File: config.mk
export PLATFORM = sky130hd
export DESIGN_NAME = pc_sequencer
export DESIGN_NICKNAME = d
export VERILOG_FILES = /design/src/rtl/pc_sequencer_pkg.sv /design/src/rtl/pc_sequencer_return_stack.sv /design/src/rtl/pc_sequencer.sv
export SDC_FILE = /design/constraint.sdc
export NUM_CORES = 1
export LEC_CHECK = 0
export BUFFER_PORTS_ARGS = -buffer_cell sky130_fd_sc_hd__buf_4
export CAP_MARGIN = 20
export CORE_UTILIZATION = 40
export CTS_CLUSTER_DIAMETER = 80
export DETAILED_ROUTE_END_ITERATION = 16
export GPL_ROUTABILITY_DRIVEN = 0
export PLACE_DENSITY = 0.55
export REMOVE_ABC_BUFFERS = 1
export SYNTH_ARGS = -nofsm -noshare
export SYNTH_HDL_FRONTEND = slang
export SYNTH_SLANG_ARGS = --single-unit
File: constraint.sdc
create_clock -name clk -period 2.9 [get_ports clk]
set_input_delay 0 -clock clk [delete_from_list [all_inputs] [get_ports clk]]
set_output_delay 0 -clock clk [all_outputs]
set_load 0.02 [all_outputs]
File: src/rtl/pc_sequencer_pkg.sv
// rtl/pc_sequencer_pkg.sv - SimpleCPU opcode, condition and width definitions
package pc_sequencer_pkg;

    localparam int INS_W  = 16;
    localparam int ADDR_W = 8;

    localparam logic [3:0] OP_NOP     = 4'h0;
    localparam logic [3:0] OP_LOAD    = 4'h1;
    localparam logic [3:0] OP_STORE   = 4'h2;
    localparam logic [3:0] OP_ADD     = 4'h3;
    localparam logic [3:0] OP_SUB     = 4'h4;
    localparam logic [3:0] OP_AND     = 4'h5;
    localparam logic [3:0] OP_OR      = 4'h6;
    localparam logic [3:0] OP_XOR     = 4'h7;
    localparam logic [3:0] OP_SHIFT   = 4'h8;
    localparam logic [3:0] OP_BR      = 4'h9;
    localparam logic [3:0] OP_BRC     = 4'hA;
    localparam logic [3:0] OP_BRSUB   = 4'hB;
    localparam logic [3:0] OP_RET     = 4'hC;
    localparam logic [3:0] OP_IN      = 4'hD;
    localparam logic [3:0] OP_OUT     = 4'hE;
    localparam logic [3:0] OP_LOADIMM = 4'hF;

    localparam logic [1:0] COND_Z = 2'b00;
    localparam logic [1:0] COND_N = 2'b01;

endpackage

File: src/rtl/pc_sequencer_return_stack.sv
// rtl/pc_sequencer_return_stack.sv - hardware return-address stack for subroutine calls
module return_stack
    import pc_sequencer_pkg::*;
#(
    parameter int RAS_DEPTH = 4,
    parameter int RAS_PTR_W = 3
) (
    input  logic              clk,
    input  logic              rst,
    input  logic              push,
    input  logic              pop,
    input  logic [ADDR_W-1:0] din,
    output logic [ADDR_W-1:0] dout,
    output logic              full,
    output logic              empty
);

    logic [RAS_PTR_W-1:0] sp_q, sp_d;
    logic [ADDR_W-1:0]    stack_q [RAS_DEPTH];
    logic [ADDR_W-1:0]    stack_d [RAS_DEPTH];
    logic [RAS_PTR_W-1:0] rd_idx;

    assign full   = (sp_q == RAS_PTR_W'(RAS_DEPTH));
    assign empty  = (sp_q == '0);
    assign rd_idx = sp_q - RAS_PTR_W'(1);

    // Caller guarantees push only when not full and pop only when not empty.
    always_comb begin
        sp_d    = sp_q;
        stack_d = stack_q;
        dout    = '0;
        for (int i = 0; i < RAS_DEPTH; i++) begin
            if (rd_idx == RAS_PTR_W'(i)) dout = stack_q[i];
            if (push && sp_q == RAS_PTR_W'(i)) stack_d[i] = din;
        end
        if (push)     sp_d = sp_q + RAS_PTR_W'(1);
        else if (pop) sp_d = sp_q - RAS_PTR_W'(1);
    end

    always_ff @(posedge clk) begin
        if (rst) sp_q <= '0;
        else     sp_q <= sp_d;
        stack_q <= stack_d;
    end

endmodule

File: src/rtl/pc_sequencer.sv
// rtl/pc_sequencer.sv - fetch program counter with branches, calls and returns
module pc_sequencer
    import pc_sequencer_pkg::*;
#(
    parameter logic [7:0] RESET_PC  = 8'h00,
    parameter int         RAS_DEPTH = 4,
    parameter int         RAS_PTR_W = 3
) (
    input  logic              clk,
    input  logic              rst,
    input  logic              stall,
    input  logic [INS_W-1:0]  ins,
    input  logic              z_flag,
    input  logic              n_flag,
    output logic [ADDR_W-1:0] pc,
    output logic              ras_ovf,
    output logic              ras_unf
);

    logic [ADDR_W-1:0] pc_q, pc_d, pc_inc, tgt, ras_dout;
    logic              ovf_q, ovf_d, unf_q, unf_d;
    logic              push, pop, ras_full, ras_empty;
    logic [3:0]        op;
    logic [1:0]        cond;
    logic              unused_ins;

    assign op         = ins[7:4];
    assign cond       = ins[3:2];
    assign tgt        = {ins[15:9], 1'b0};
    assign pc_inc     = pc_q + 8'd2;
    assign unused_ins = ^{ins[8], ins[1:0]};

    return_stack #(
        .RAS_DEPTH(RAS_DEPTH),
        .RAS_PTR_W(RAS_PTR_W)
    ) u_ras (
        .clk  (clk),
        .rst  (rst),
        .push (push),
        .pop  (pop),
        .din  (pc_inc),
        .dout (ras_dout),
        .full (ras_full),
        .empty(ras_empty)
    );

    always_comb begin
        pc_d  = pc_q;
        ovf_d = ovf_q;
        unf_d = unf_q;
        push  = 1'b0;
        pop   = 1'b0;
        if (!stall) begin
            pc_d = pc_inc;
            case (op)
                OP_BR: pc_d = tgt;
                OP_BRC: begin
                    if ((cond == COND_Z && z_flag) || (cond == COND_N && n_flag)) pc_d = tgt;
                end
                OP_BRSUB: begin
                    // A full stack still takes the call; only the return address is lost.
                    pc_d = tgt;
                    if (ras_full) ovf_d = 1'b1;
                    else          push  = 1'b1;
                end
                OP_RET: begin
                    if (ras_empty) begin
                        pc_d  = RESET_PC;
                        unf_d = 1'b1;
                    end else begin
                        pc_d = ras_dout;
                        pop  = 1'b1;
                    end
                end
                default: ;
            endcase
        end
    end

    always_ff @(posedge clk) begin
        if (rst) begin
            pc_q  <= RESET_PC;
            ovf_q <= 1'b0;
            unf_q <= 1'b0;
        end else begin
            pc_q  <= pc_d;
            ovf_q <= ovf_d;
            unf_q <= unf_d;
        end
    end

    assign pc      = pc_q;
    assign ras_ovf = ovf_q;
    assign ras_unf = unf_q;

endmodule

# [Yosys cells after proc, flatten, opt, wreduce, memory -nomap -nowiden]
# Index checks and enable logic that the tools add are counted.
[op_classes] bitwise=1 eq_ne=12 n_reduce_logical=14 n_addsub=3 mux=15
[ops] operator="8-bit two-way mux" n=6
[ops] operator="8-bit one-hot mux with 3 select lines" n=1
[ops] operator="4-bit equality test, second input constant" n=4
[ops] operator="3-bit by 2-bit equality test with 1-bit output, second input constant" n=4
[ops] operator="8-bit by 2-bit adder with 8-bit output, second input constant" n=1
[ops] operator="3-bit by 1-bit equality test with 1-bit output, second input constant" n=2
[ops] operator="1-bit logical AND" n=6
[ops] operator="3-bit logical NOT" n=2
[ops] operator="1-bit two-way mux" n=6
[ops] operator="3-bit two-way mux" n=2
[ops] operator="3-bit AND reduction" n=2
[ops] operator="3-bit by 1-bit adder with 3-bit output, second input constant" n=1
[ops] operator="3-bit equality test, second input constant" n=1
[ops] operator="3-bit by 1-bit subtractor with 3-bit output, second input constant" n=1
[ops] operator="2-bit by 1-bit equality test with 1-bit output, second input constant" n=1
[ops] operator="2-bit logical NOT" n=1
[ops] operator="2-bit nonzero test" n=1
[ops] operator="2-bit OR reduction" n=1
[ops] operator="1-bit logical OR" n=1
[ops] operator="1-bit NOT" n=1
[totals] register_bits=45 input_bits=21 output_inout_bits=10 elab_cells=53

# [Depth between registers and ports, before layout]
[depth] ltp_word=8 mapped_depth=8 depth_no_buf=7

# [Modules after synthesis]
# From an unflattened synthesis, not the netlist that was laid out.
[unflattened] cells_unflattened=177 hier_area_um2=2199.6
[by_module_without_submodules] module="return_stack" instances=1 cells_per_inst=94 seq_area_each_um2=1021.0 area_per_inst_um2=1505.2
[by_module_without_submodules] module="pc_sequencer" instances=1 cells_per_inst=83 seq_area_each_um2=200.2 area_per_inst_um2=694.4

# [Worst setup path before layout]
# OpenSTA, ideal clock, no wires.
[synth_timing] kind="register to register" startpoint="reg u_ras.sp_q[0]" endpoint="reg pc_q[4] (netlist: pc[4])" required_time_ns=2.814 setup_ns=0.086 path_buffers=0 period_less_slack_ns=1.723 path_stages_with_launch=8 slack_ns=1.177 arrival_time_ns=1.637 cell_sequence="dfxtp_1 inv_1 ha_1 xor2_2 or2_1 o22ai_1 o211ai_1 a221oi_2"
[synth_via] elab_chain_cells=8 elab_cells_between_ends=12 cone_classes="1 x add/sub; 3 x eq/ne; 6 x mux; 2 x reduce/logical"
[synth_rtl] element="start, declared" line_no="pc_sequencer_return_stack.sv:18" text="logic [RAS_PTR_W-1:0] sp_q, sp_d;"
[synth_rtl] element="start signal, assigned" line_no="pc_sequencer_return_stack.sv:42" text="else sp_q <= sp_d;"
[synth_rtl] element="3-bit by 1-bit subtractor with 3-bit output" line_no="pc_sequencer_return_stack.sv:25" text="assign rd_idx = sp_q - RAS_PTR_W'(1);"
[synth_rtl] element="3-bit logical NOT" line_no="pc_sequencer_return_stack.sv:33" text="if (rd_idx == RAS_PTR_W'(i)) dout = stack_q[i];"
[synth_rtl] element="8-bit two-way mux (4 in a row)" line_no="pc_sequencer_return_stack.sv:33"
[synth_rtl] element="8-bit two-way mux *" line_no="pc_sequencer.sv:67" text="if (ras_empty) begin"
[synth_rtl] element="8-bit one-hot mux with 3 select lines *" line_no="pc_sequencer.sv:55" text="case (op)"
[synth_rtl] element="end signal, assigned" line_no="pc_sequencer.sv:86" text="pc_q <= pc_d;"
[synth_rtl] element="end, declared" line_no="pc_sequencer.sv:20" text="logic [ADDR_W-1:0] pc_q, pc_d, pc_inc, tgt, ras_dout;"
# Every way passes the cells marked *; elsewhere a longest branch is shown, timed or not.
# A chain may end at the register's enable or synchronous reset.

# [Worst setup path after layout]
[layout_timing] startpoint="reg u_ras.sp_q[0]" endpoint="reg pc_q[3] (netlist: pc[3])"
# The elaborated chain is that of the path after synthesis.

==> reports/metrics.yaml <==
outcome:
  outcome: "complete, no violations"
run:
  maxCapViolCount: 0
die:
  dieArea_um2: 5880
  coreArea_um2: 5240
  ios: 31
  rows: 26
  start_util_pct: 42.6
  die_width_um: 76.7
  die_y_um: 76.7
timing:
  slew_viol_final: 0
  finClkSkew_ns: 0.00584
  max-slew-margin-rel_pct: 37.5
  finalCriticalPeriod_ns: 2.23
  min_period_over_period_pct: 77.0
  finalSetupViolCount: 0
  fmax_ghz: 0.448
  final.setup.tns_ns: 0
  hold_viol_final: 0
  worstMarginPinSlew_ns: 0.930
  hold_ws_ns: 0.00794
  rsz0062_at_grt: "false"
synth:
  netlist_instances: 205
  synth_top_area_share_pct: 43.1
  yosysTopAreaCell: "edfxtp_1"
  yosys-top-cells-count: "edfxtp_1 (32), nand2_1 (17), a21oi_1 (16)"
  async_flop_share_pct: 0
  yosys.area_share.simple_pct: 14.8
  synth_fa_ha_area_share_pct: 4.49
  synth.distinct_cells: 48
  synth_seq_cells: 45
  syn-cell-area_um2: 2230
  muxShareOfSynthArea_pct: 0.897
  syn_area_per_cell_um2: 10.9
  synth-main-ff-cell: "edfxtp_1"
  synth-xor-area-share_pct: 2.69
  ys_seq_area_share_pct: 54.7
  yosysWarningCount: 0
  synth.most_common_cell: "edfxtp_1"
  ys_top_cells_by_area: "edfxtp_1 (43%), dfxtp_1 (12%), ha_1 (4.5%), a21oi_1 (3.6%), nand2_1 (2.9%)"
  synth_compound_area_share_pct: 19.0
  synth_top_family_by_area: "compound AO/OA/AOI/OAI gates"
  synth-edff-count: 32
routing:
  viasPerCell: 5.56
  vias: 1702
  first_pass_iters: 5
  drc: 0
  wirelength_um: 5330
  drtAntennaViolNets: 0
  wl_per_cell_um: 17.4
  drt-initial-drc-count: 87
clock_tree:
  htree_levels: 2
  path_clk_slew_ns: 0.09
  ctsResizeCount: 0
  clock_path_buffers: 2
  cts.sinks: 45
  numCtsBuffers: 5
  insertion_delay_ns: 0.30
  root_buffer: "clkbuf_8"
  cts_tree: "yes"
worst_setup_path:
  required_ns: 3.08
  end_kind: "register"
  r2r_cells: 7
  cp_max_fo: 18
  rr_endpoint: "pc[3]"
  cp-start-kind: "register"
  r2r_start: "u_ras.sp_q[0]"
  worstSetupPathType: "reg -> reg"
  reg2reg_slack_ns: 0.67
  arrival_ns: 2.42
power_and_ir_drop:
  leakagePower_nw: 0.943
  power.density_nw_per_um2: 481
  vdd_ir_drop_max_mv: 0.186
global_route:
  grt_pass1_wl_um: 8710
  overflow: 0
  grt_pass1_vias: 1707
  grt_start_max_net_pins: 19
  grt_usage_pct: 19.2
  antenna_found_initial: 0
placed_design:
  dp_hpwl_um: 4000
  place_area_um2: 2490
  dp_cells: 294
  portBuffers: 27
hold_path:
  whs_path_depth: 2
  hold_path.class: "in -> reg"
  min_to: "pc[4]"
  min_from: "stall"
final_layout:
  stdcell_count: 306
  antennaDiodeCount: 0
  final_layout_size_suffix_gt1_share_pct: 17.4
  num-nets-final: 264
  final_area_um2: 2620
  area_growth_pct: 17.4
==> critical path: stages (launching register included) <==
cell      delay, ns
dfxtp_1        0.35
inv_1          0.16
ha_1           0.57
nor2b_1        0.38
nor3_2         0.12
and3_1         0.18
a311oi_1       0.27
a31oi_1        0.10
==> area by class of cell <==
type | instances | area, µm²
clock buffers | 5 | 68.8
clock inverters | 3 | 25.0
fillers | 507 | 2620
inverters | 11 | 41.3
multi-input cells | 141 | 933
flip-flops and latches | 45 | 1220
well taps | 70 | 87.6
repair buffers | 31 | 243
==> state kept, by name (all words and copies together), names as in the netlist <==
register and cells:
u_ras.stack_q 32, pc 8, u_ras.sp_q 3, ras_ovf 1, ras_unf 1
==> cell families after synthesis <==
kind of cell               count (synthesis)
adders and majority gates                  8
and+or+nand+nor                           63
buffers and inverters                     19
muxes                                      2
AOI/OAI and AO/OA                         62
xor gates and xnor gates                   6
DFF                                       45
==> cells in the final DEF (no fill, tap or decap), drive strengths merged, types with 2 or more instances in the layout <==
cell,Yosys,layout
a211oi,3,3
a21boi,2,2
a21oi,16,16
a221oi,3,3
a22oi,8,8
a31oi,3,3
a32oi,2,2
and2,4,4
and3,2,2
buf,2,27
clkbuf,6,5
dfxtp,13,13
dlygate4sd3,0,4
edfxtp,32,32
ha,8,8
inv,11,12
mux2i,2,2
nand2,17,17
nand2b,3,3
nand3,9,9
nor2,10,10
nor2b,6,6
nor3,4,4
nor3b,2,2
o2111ai,2,2
o211ai,5,5
o21ai,7,7
o22ai,4,4
or2,2,2
xnor2,4,4
xor2,2,2
==> stage by stage <==
stage / worst slack [ns] / total power, mW / utilization [%]
6_report: 0.666 / 1.26 / 50.0
5_1_grt: 0.463 / 1.31 / 50.0
4_1_cts: 0.672 / 1.26 / 50.0
3_5_place_dp: 0.682 / 0.862 / 47.5
3_3_place_gp: 0.719 / 0.854 / 47.5
2_1_floorplan: 1.04 / 0.798 / -
==> metal layers <==
layer	track usage (%)	part of all wire (%)
met2	31.3	47
met5	0	0
met4	4.04	0.43
met3	3.69	3.8
met1	26.5	48
==> report_power, final <==
group / switching, mW / total, mW / internal [mW] / leakage [nW]
sequential: 0.0129 / 0.714 / 0.701 / 0.407
clock: 0.235 / 0.409 / 0.174 / 0.0447
combinational: 0.0814 / 0.139 / 0.0572 / 0.491
==> worst max-delay path by stage <==
stage | from | to | depth (start not counted) | slack (ns)
5_1_grt | u_ras.sp_q[0] | pc[3] | 7 | 0.46
3_3_place_gp | u_ras.sp_q[0] | pc[3] | 7 | 0.72
2_1_floorplan | u_ras.sp_q[0] | pc[3] | 7 | 1.04
4_1_cts | u_ras.sp_q[0] | pc[3] | 7 | 0.67
6_report | u_ras.sp_q[0] | pc[3] | 7 | 0.67
3_5_place_dp | u_ras.sp_q[0] | pc[3] | 7 | 0.68
==> what timing repair did <==
action | 4_1_cts | 5_1_grt
hold buffers | 4 | 0
endpoints found under the hold margin | 8 | 0
setup buffers | 0 | 0
Power figures use the tool's default switching activity.
